## config.mk

```make
export PLATFORM = sky130hd
export DESIGN_NAME = param_seq_multiplier
export DESIGN_NICKNAME = d
export VERILOG_FILES = /design/src/rtl/seq_mult_pkg.sv /design/src/rtl/booth_step.sv /design/src/rtl/param_seq_multiplier.sv
export SDC_FILE = /design/constraint.sdc
export NUM_CORES = 1
export LEC_CHECK = 0
export BUFFER_PORTS_ARGS = -buffer_cell sky130_fd_sc_hd__clkbuf_2
export CAP_MARGIN = 20
export CORE_ASPECT_RATIO = 1.5
export CORE_MARGIN = 2
export CORE_UTILIZATION = 50
export CTS_BUF_LIST = sky130_fd_sc_hd__clkbuf_16
export DETAILED_ROUTE_END_ITERATION = 8
export PLACE_DENSITY = 0.76
export SLEW_MARGIN = 5
export SYNTH_ARGS = -nofsm -noshare
export SYNTH_HDL_FRONTEND = slang
export SYNTH_SLANG_ARGS = --single-unit
export TNS_END_PERCENT = 100
```

## constraint.sdc

```tcl
create_clock -name clk -period 6.1 [get_ports clk]
set_input_delay 0.61 -clock clk [delete_from_list [all_inputs] [get_ports clk]]
set_output_delay 0.61 -clock clk [all_outputs]
set_load 0.01 [all_outputs]
```

## src/rtl/seq_mult_pkg.sv

```systemverilog
// Shared types and helpers for the iterative Booth multiplier.
package seq_mult_pkg;

  typedef enum logic [1:0] {
    ST_IDLE = 2'd0,
    ST_CALC = 2'd1,
    ST_DONE = 2'd2
  } state_e;

  typedef enum logic [2:0] {
    BD_ZERO = 3'd0,
    BD_POS1 = 3'd1,
    BD_NEG1 = 3'd2,
    BD_POS2 = 3'd3,
    BD_NEG2 = 3'd4
  } booth_digit_e;

  // Number of Booth digits needed for a WIDTH+1 bit extended multiplier.
  function automatic int unsigned iters(input int unsigned width, input int unsigned radix4);
    int unsigned n;
    n = (radix4 != 0) ? (width / 2 + 1) : (width + 1);
    return n;
  endfunction

  // Radix-2 recode from {b[i], b[i-1]}.
  function automatic booth_digit_e booth_r2(input logic [1:0] bits);
    booth_digit_e d;
    d = BD_ZERO;
    case (bits)
      2'b01:   d = BD_POS1;
      2'b10:   d = BD_NEG1;
      default: d = BD_ZERO;
    endcase
    return d;
  endfunction

  // Radix-4 recode from {b[i+1], b[i], b[i-1]}.
  function automatic booth_digit_e booth_r4(input logic [2:0] bits);
    booth_digit_e d;
    d = BD_ZERO;
    case (bits)
      3'b001, 3'b010: d = BD_POS1;
      3'b011:         d = BD_POS2;
      3'b100:         d = BD_NEG2;
      3'b101, 3'b110: d = BD_NEG1;
      default:        d = BD_ZERO;
    endcase
    return d;
  endfunction

endpackage

```

## src/rtl/booth_step.sv

```systemverilog
// One Booth iteration: add the recoded multiple of the multiplicand, then shift right.
module booth_step
  import seq_mult_pkg::*;
#(
  parameter int unsigned WIDTH  = 32,
  parameter int unsigned RADIX4 = 0
) (
  input  logic [WIDTH+2:0]  acc_i,
  input  logic [WIDTH:0]    mcand_i,
  input  logic [RADIX4+1:0] recode_i,
  output logic [WIDTH+2:0]  acc_o,
  output logic [RADIX4:0]   shout_o
);

  localparam int unsigned AW = WIDTH + 3;
  localparam int unsigned SH = RADIX4 + 1;

  logic [AW-1:0] mc1;
  logic [AW-1:0] mc2;
  logic [AW-1:0] sum;
  booth_digit_e  digit;

  // Select the digit multiple and accumulate before the shift
  always_comb begin
    mc1   = {{2{mcand_i[WIDTH]}}, mcand_i};
    mc2   = {mcand_i[WIDTH], mcand_i, 1'b0};
    digit = BD_ZERO;
    sum   = acc_i;
    if (RADIX4 != 0) begin
      digit = booth_r4(3'(recode_i));
    end else begin
      digit = booth_r2(2'(recode_i));
    end
    case (digit)
      BD_POS1: sum = acc_i + mc1;
      BD_NEG1: sum = acc_i - mc1;
      BD_POS2: sum = acc_i + mc2;
      BD_NEG2: sum = acc_i - mc2;
      default: sum = acc_i;
    endcase
  end

  // Bits shifted out of the accumulator feed the top of the multiplier register
  assign acc_o   = AW'($signed(sum) >>> SH);
  assign shout_o = sum[SH-1:0];

endmodule

```

## src/rtl/param_seq_multiplier.sv

```systemverilog
// Iterative Booth multiplier (radix-2 or radix-4) with valid/ready on both sides.
module param_seq_multiplier
  import seq_mult_pkg::*;
#(
  parameter int unsigned WIDTH  = 32,
  parameter int unsigned RADIX4 = 0
) (
  input  logic                 clk,
  input  logic                 reset,
  input  logic                 en,
  input  logic                 in_valid,
  output logic                 in_ready,
  input  logic [WIDTH-1:0]     a,
  input  logic [WIDTH-1:0]     b,
  input  logic                 a_signed,
  input  logic                 b_signed,
  output logic                 out_valid,
  input  logic                 out_ready,
  output logic [2*WIDTH-1:0]   result,
  output logic                 busy
);

  localparam int unsigned R4    = (RADIX4 != 0) ? 1 : 0;
  localparam int unsigned AW    = WIDTH + 3;
  localparam int unsigned MB    = WIDTH + 1 + R4;
  localparam int unsigned SH    = R4 + 1;
  localparam int unsigned ITERS = iters(WIDTH, R4);
  localparam int unsigned CW    = $clog2(ITERS + 1);

  state_e             state_q, state_d;
  logic [CW-1:0]      cnt_q, cnt_d;
  logic [AW-1:0]      acc_q, acc_d, acc_step;
  logic [WIDTH:0]     mcand_q, mcand_d;
  logic [MB-1:0]      mplr_q, mplr_d;
  logic               prev_q, prev_d;
  logic [2*WIDTH-1:0] result_q, result_d;
  logic [SH-1:0]      shout;
  logic               load;

  // Single Booth step, wired for the selected radix
  if (R4 != 0) begin : g_radix4
    booth_step #(.WIDTH(WIDTH), .RADIX4(1)) u_step (
      .acc_i    (acc_q),
      .mcand_i  (mcand_q),
      .recode_i ({mplr_q[1:0], prev_q}),
      .acc_o    (acc_step),
      .shout_o  (shout)
    );
  end else begin : g_radix2
    booth_step #(.WIDTH(WIDTH), .RADIX4(0)) u_step (
      .acc_i    (acc_q),
      .mcand_i  (mcand_q),
      .recode_i ({mplr_q[0], prev_q}),
      .acc_o    (acc_step),
      .shout_o  (shout)
    );
  end

  // Next-state, datapath update and operand capture
  always_comb begin
    state_d  = state_q;
    cnt_d    = cnt_q;
    acc_d    = acc_q;
    mcand_d  = mcand_q;
    mplr_d   = mplr_q;
    prev_d   = prev_q;
    result_d = result_q;
    load     = 1'b0;
    if (en) begin
      case (state_q)
        ST_IDLE: load = in_valid;
        ST_CALC: begin
          // All digits consumed: {acc, mplr} now holds the full product
          if (cnt_q == CW'(ITERS)) begin
            state_d  = ST_DONE;
            result_d = (2*WIDTH)'({acc_q, mplr_q});
          end else begin
            acc_d  = acc_step;
            mplr_d = {shout, mplr_q[MB-1:SH]};
            prev_d = mplr_q[SH-1];
            cnt_d  = cnt_q + 1'b1;
          end
        end
        ST_DONE: begin
          if (out_ready) begin
            if (in_valid) begin
              load = 1'b1;
            end else begin
              state_d = ST_IDLE;
            end
          end
        end
        default: state_d = ST_IDLE;
      endcase
    end
    if (load) begin
      state_d = ST_CALC;
      cnt_d   = '0;
      acc_d   = '0;
      prev_d  = 1'b0;
      mcand_d = {a_signed & a[WIDTH-1], a};
      mplr_d  = MB'({{2{b_signed & b[WIDTH-1]}}, b});
    end
  end

  // State and datapath registers
  always_ff @(posedge clk or negedge reset) begin
    if (!reset) begin
      state_q  <= ST_IDLE;
      cnt_q    <= '0;
      acc_q    <= '0;
      mcand_q  <= '0;
      mplr_q   <= '0;
      prev_q   <= 1'b0;
      result_q <= '0;
    end else begin
      state_q  <= state_d;
      cnt_q    <= cnt_d;
      acc_q    <= acc_d;
      mcand_q  <= mcand_d;
      mplr_q   <= mplr_d;
      prev_q   <= prev_d;
      result_q <= result_d;
    end
  end

  assign in_ready  = en & ((state_q == ST_IDLE) | ((state_q == ST_DONE) & out_ready));
  assign out_valid = (state_q == ST_DONE);
  assign busy      = (state_q != ST_IDLE);
  assign result    = result_q;

endmodule
```

; ---- After elaboration in Yosys (flattened, before gate mapping)
; Index checks and enable logic that the tools add are counted.
[totals]
ff_bits = 174
input_bits = 71
wordCells = 66
[op_classes]
add_sub_neg = 5
n_eq_ne = 14
n_mux = 28
n_bitwise = 5
n_reduce_logical = 7
[ops]
columns = cell, count
row1 = 2-to-1 mux 35 bit, 4
row2 = case mux 35 bit (4 select lines), 1
row3 = 2-to-1 mux 33 bit, 4
row4 = adder 35 bit, 2
row5 = subtractor 35 bit, 2
row6 = 2-to-1 mux 6 bit, 4
row7 = 2-to-1 mux 2 bit, 5
row8 = "equality test 2 bit, second input constant", 4
row9 = 2-to-1 mux 1 bit, 7
row10 = "adder 6 x 1 -> 6 bit, second input constant", 1
row11 = "equality test 2 x 1 -> 1 bit, second input constant", 3
row12 = "equality test 6 bit, second input constant", 1
row13 = case mux 2 bit (3 select lines), 1
row14 = AND reduction 3 bit, 2
row15 = nonzero test 2 bit, 3
row16 = AND reduction 5 bit, 1
row17 = bitwise AND 1 bit, 4
row18 = "!= test 2 bit, second input constant", 2
row19 = case mux 2 bit (2 select lines), 1
row20 = "equality test 2 x 3 -> 1 bit, second input constant", 1
row21 = "!= test 3 x 1 -> 1 bit, second input constant", 1
row22 = "!= test 3 x 2 -> 1 bit, second input constant", 1
row23 = "!= test 3 bit, second input constant", 1
row24 = zero test 2 bit, 1
row25 = 2 further kinds, 2

; ---- Depth between registers and ports, before layout
[depth]
word_depth = 8
ltp_mapped = 20
depth_no_buf = 18

; ---- By module
; Synthesis repeated with hierarchy kept, for this count alone.
[unflattened]
hier_cells = 1292
area_unflattened_um2 = 11961.5
[by_module_without_submodules]
columns = module, n_inst, cells_per_inst, area_each_um2, seq_area_each_um2
row1 = param_seq_multiplier, 1, 545, 6789.0, 4354.2
row2 = booth_step, 1, 747, 5172.5, 0.0

; ---- Least setup slack after synthesis
; OpenSTA, ideal clock, no wires.
[synth_timing]
path_kind = register to register
from = register mcand_q[15]
to = register acc_q[33]
setup_time_ns = 0.128
arrival_time_ns = 3.997
slack_ns = 1.975
path_stages_with_launch = 17
path_buffers = 0
period_less_slack_ns = 4.125
path_cell_list = dfrtp_1 or4_1 or3_1 nor4_4 and2_1 nor2_1 xnor2_1 ha_1 and3_1 a221oi_1 nand2_1 a2111oi_4 o21ai_2 a31oi_2 a211oi_2 a211oi_2 nand3_1
[synth_between]
elab_chain_cells = 6
[synth_lines]
columns = element, line_no
row1 = start: declaration, param_seq_multiplier.sv:33  ; logic [WIDTH:0] mcand_q, mcand_d;
row2 = start signal: assignment, param_seq_multiplier.sv:120  ; mcand_q <= mcand_d;
row3 = "subtractor 35 bit, or another cell as far along", booth_step.sv:38  ; BD_NEG2: sum = acc_i - mc2;
row4 = case mux 35 bit (4 select lines) *, booth_step.sv:34  ; case (digit)
row5 = 2-to-1 mux 35 bit *, param_seq_multiplier.sv:74  ; if (cnt_q == CW'(ITERS)) begin
row6 = 2-to-1 mux 35 bit *, param_seq_multiplier.sv:70  ; case (state_q)
row7 = 2-to-1 mux 35 bit *, param_seq_multiplier.sv:69  ; if (en) begin
row8 = 2-to-1 mux 35 bit *, param_seq_multiplier.sv:96  ; if (load) begin
row9 = end signal: assignment, param_seq_multiplier.sv:111  ; acc_q <= '0;
row10 = end signal: assignment, param_seq_multiplier.sv:119  ; acc_q <= acc_d;
row11 = end: declaration, param_seq_multiplier.sv:32  ; logic [AW-1:0] acc_q, acc_d, acc_step;
; Mark *: on every way between the ends. The rest lies on a longest branch, timed or not. The select of a mux whose other input is x is not followed.
; A chain may end at the register's enable or synchronous reset.

; ---- Final worst setup path
[layout_timing]
from = register mcand_q[8]
to = register acc_q[33]
; The elaborated chain is that of the path after synthesis.

==> out/results.tsv <==
stage	metric	value	unit
logic_synthesis	synth-main-ff-cell	dfrtp_1	
logic_synthesis	synth_top_area_cell	dfrtp_1	
die	core_area	23100	sq um
routing	drc	0	
routing	first_iter_violations	671	
pwr	p_leak	6.54	nW
critical_path	r2r-end	acc_q[33]	
routing	dr.pass1.iters	5	
placed_design	io_buffers	137	
logic_synthesis	syn_avg_cell_area	8.92	sq um
global_route	grt_max_degree	76	
critical_path	end_kind	register	
logic_synthesis	seq_area_frac_synth	36.8	%
logic_synthesis	synthArstFlopShare	100	%
placed_design	dp.cells	1716	
cts	clockBufferDepth	2	
logic_synthesis	yosysUniqueCellTypes	80	
layout	antenna_cells	0	
cts	cts_sinks	173	
routing	wire_per_inst	19.1	um
die	io_pins	138	
layout	instances_no_fill	1749	
logic_synthesis	syn_inst	1318	
global_route	overflow	0	
layout	syn_to_final_growth	13.0	%
global_route	grt_usage	27.9	%
critical_path	r2r_start	mcand_q[8]	
critical_path	arrival	4.95	ns
outcome	status	completed	
sta	slew_headroom	41.5	%
sta	worstMarginPinSlew	0.872	ns
cts	numCtsBuffers	17	
placed_design	hpwl	24200	um
sta	slew_violations	0	
routing	num_vias	10507	
cts	clk_pin_slew	0.07	ns
routing	ant_nets	0	
die	die_x	129	um
sta	setup_viol	0	
placed_design	place.gp.congestion	0.921	
layout	fin_util	57.6	%
logic_synthesis	synth_edf_count	0	
min_path	hold_class	primary input to asynchronous set/reset pin	
logic_synthesis	yosys_register_bits	173	
critical_path	endpoint	acc_q[33]	
critical_path	start_kind	register	
cts	cts_setup_buffers	0	
logic_synthesis	syn-num-nets	1464	
critical_path	crit_fanout	6	
die	die_area	24800	sq um
global_route	grt_pass1_wl	54200	um
pwr	ir_drop	0.321	mV
cts	hold_buffers	0	
critical_path	cp.required	6.43	ns
die	row_count	68	
layout	fin_nets	1567	
routing	wirelength	33300	um
cts	cts-resized-gates	0	
routing	vias_per_cell	6.01	
logic_synthesis	synth.area.top_cells	dfrtp_1 37%, ha_1 7.8%, nand2_1 7.0%	
flow_run	drv_cap	0	
sta	timing.clock.skew	0.00818	ns
cts	cts_tree	built	
logic_synthesis	yosysTopAreaCellShare	36.8	%
global_route	grt_pass1_vias	10623	
logic_synthesis	yosys_warnings	0	
sta	fin_crit	4.62	ns
cts	root_buffer	clkbuf_16	
die	initial_core_util	51.0	%
logic_synthesis	synth_area	11800	sq um
pwr	p_per_area	622	nW/um^2
sta	hold_viol	0	
sta	rsz0062_at_grt	false	
cts	clock_latency	0.45	ns
sta	fin_crit_sh	75.7	%
sta	fmax	216	MHz
sta	fin_hold_ws	0.101	ns
critical_path	worstRegToRegCells	17	
critical_path	r2r_slack	1.48	ns
global_route	antenna_found_initial	0	
critical_path	worst-setup-path-type	register to register	
sta	setup_tns	0	ns
layout	drive_gt1_share	19.2	%
cts	cts-htree-levels	4	
die	die_h	192	um
critical_path	worst_setup_path_startpoint	mcand_q[8]	
## registers in the layout, summed over array words and instances (netlist names)
name / count
result: 64
acc_q: 34
mcand_q: 33
mplr_q: 33
cnt_q: 6
state_q: 2
prev_q: 1
## metal layers
metal / vias up / share of wire (%) / wire length, um / track usage (%)
met2: 348 / 51 / 16900 / 48.7
met1: 5078 / 39 / 13100 / 31.8
met4: 0 / 5.7 / 1920 / 16.6
met3: 107 / 4.2 / 1400 / 4.37
met5: - / 0 / 0 / 0
li1: 4974 / - / - / -
## final cells by class
| cell class | instances | area (sq um) |
|---|---|---|
| clock buffer | 17 | 425 |
| clock inverter | 15 | 138 |
| fill | 2109 | 9780 |
| inverter | 25 | 93.8 |
| multi-input combinational | 1054 | 7100 |
| sequential | 173 | 4330 |
| tap | 315 | 394 |
| timing repair buffer | 150 | 802 |
## cell families (layout without fill, tap and decap cells)
group                      after synthesis  after routing  synth area share (%)
and+or+nand+nor                        444            444                  17.5
AOI/OAI and AO/OA                      380            380                  21.6
adders and majority gates               75             75                  8.11
DFF                                    173            173                  36.8
xor gates and xnor gates                87             87                  6.48
muxes                                   68             68                  6.48
buffers and inverters                   91            207                  2.98
## worst max-delay path, cell delays in order (launching register included)
cell	delay, ns
dfrtp_1	0.44
or4_4	0.58
nor3_1	0.21
nand2_1	0.08
nor2_1	0.37
and2_1	0.27
nor2_1	0.07
xnor2_1	0.14
ha_1	0.37
and3_1	0.22
a221oi_1	0.41
nand2_1	0.16
a2111oi_4	0.35
o21ai_2	0.17
a31oi_2	0.25
a211oi_2	0.11
a211oi_2	0.20
nand3_1	0.09
## cells in the mapped netlist, types with 5 or more instances
cell type,number
nor3_1,15
dfrtp_1,173
a21boi_0,5
clkbuf_1,52
and2_1,8
nand3_1,44
nor2_1,72
nand3b_1,5
inv_1,24
nor2b_1,10
xnor2_1,63
ha_1,73
a21oi_1,88
xor2_1,24
a22oi_1,32
nand4_1,9
a211oi_1,13
nand2b_1,11
nor4_1,7
o211ai_1,12
o21ai_0,85
o31ai_1,6
mux2_2,65
a211o_1,9
buf_1,12
o21a_1,19
nor3b_1,7
a21o_1,41
a31oi_1,15
and3_1,16
nand2_1,218
## placed cells by master (no fill, tap or decap), types with 9 or more instances in the layout
cell type	instances
buf_4	12
inv_1	25
o21ai_0	85
a211oi_1	13
a21oi_1	88
xnor2_1	63
a31oi_1	15
a211o_1	9
o21a_1	19
a22oi_1	32
nor2b_1	10
and3_1	16
xor2_1	24
ha_1	73
o211ai_1	12
dfrtp_1	173
mux2_2	65
nor2_1	69
nand3_1	44
nand4_1	9
nor3_1	15
clkbuf_2	136
a21o_1	41
nand2b_1	11
clkbuf_16	17
nand2_1	217
## power breakdown
part,switching [W],internal [W]
clock,0.000503,0.000568
sequential,0.000497,0.00147
combinational,0.00308,0.00214
total,0.00408,0.00417
## through the flow
step | area [sq um] | setup WS [ns] | total power [W]
floorplan | 11800 | 1.97 | 0.00581
CTS | 13300 | 1.48 | 0.00821
finish | 13300 | 1.48 | 0.00826
global route | 13300 | 1.18 | 0.00891
detailed placement | 12700 | 1.49 | 0.00710
global placement | 12700 | 1.56 | 0.00701
## worst min path at each step
stage | startpoint | end | slack, ns
6_report | reset | result[14] | 0.10
4_1_cts | reset | result[14] | 0.11
5_1_grt | reset | result[14] | 0.14
3_5_place_dp | mplr_q[1] | mplr_q[1] | 0.49
2_1_floorplan | reset | acc_q[0] | 0.31
3_3_place_gp | mplr_q[16] | mplr_q[16] | 0.48
No activity file was read; power rests on OpenSTA's default activity.
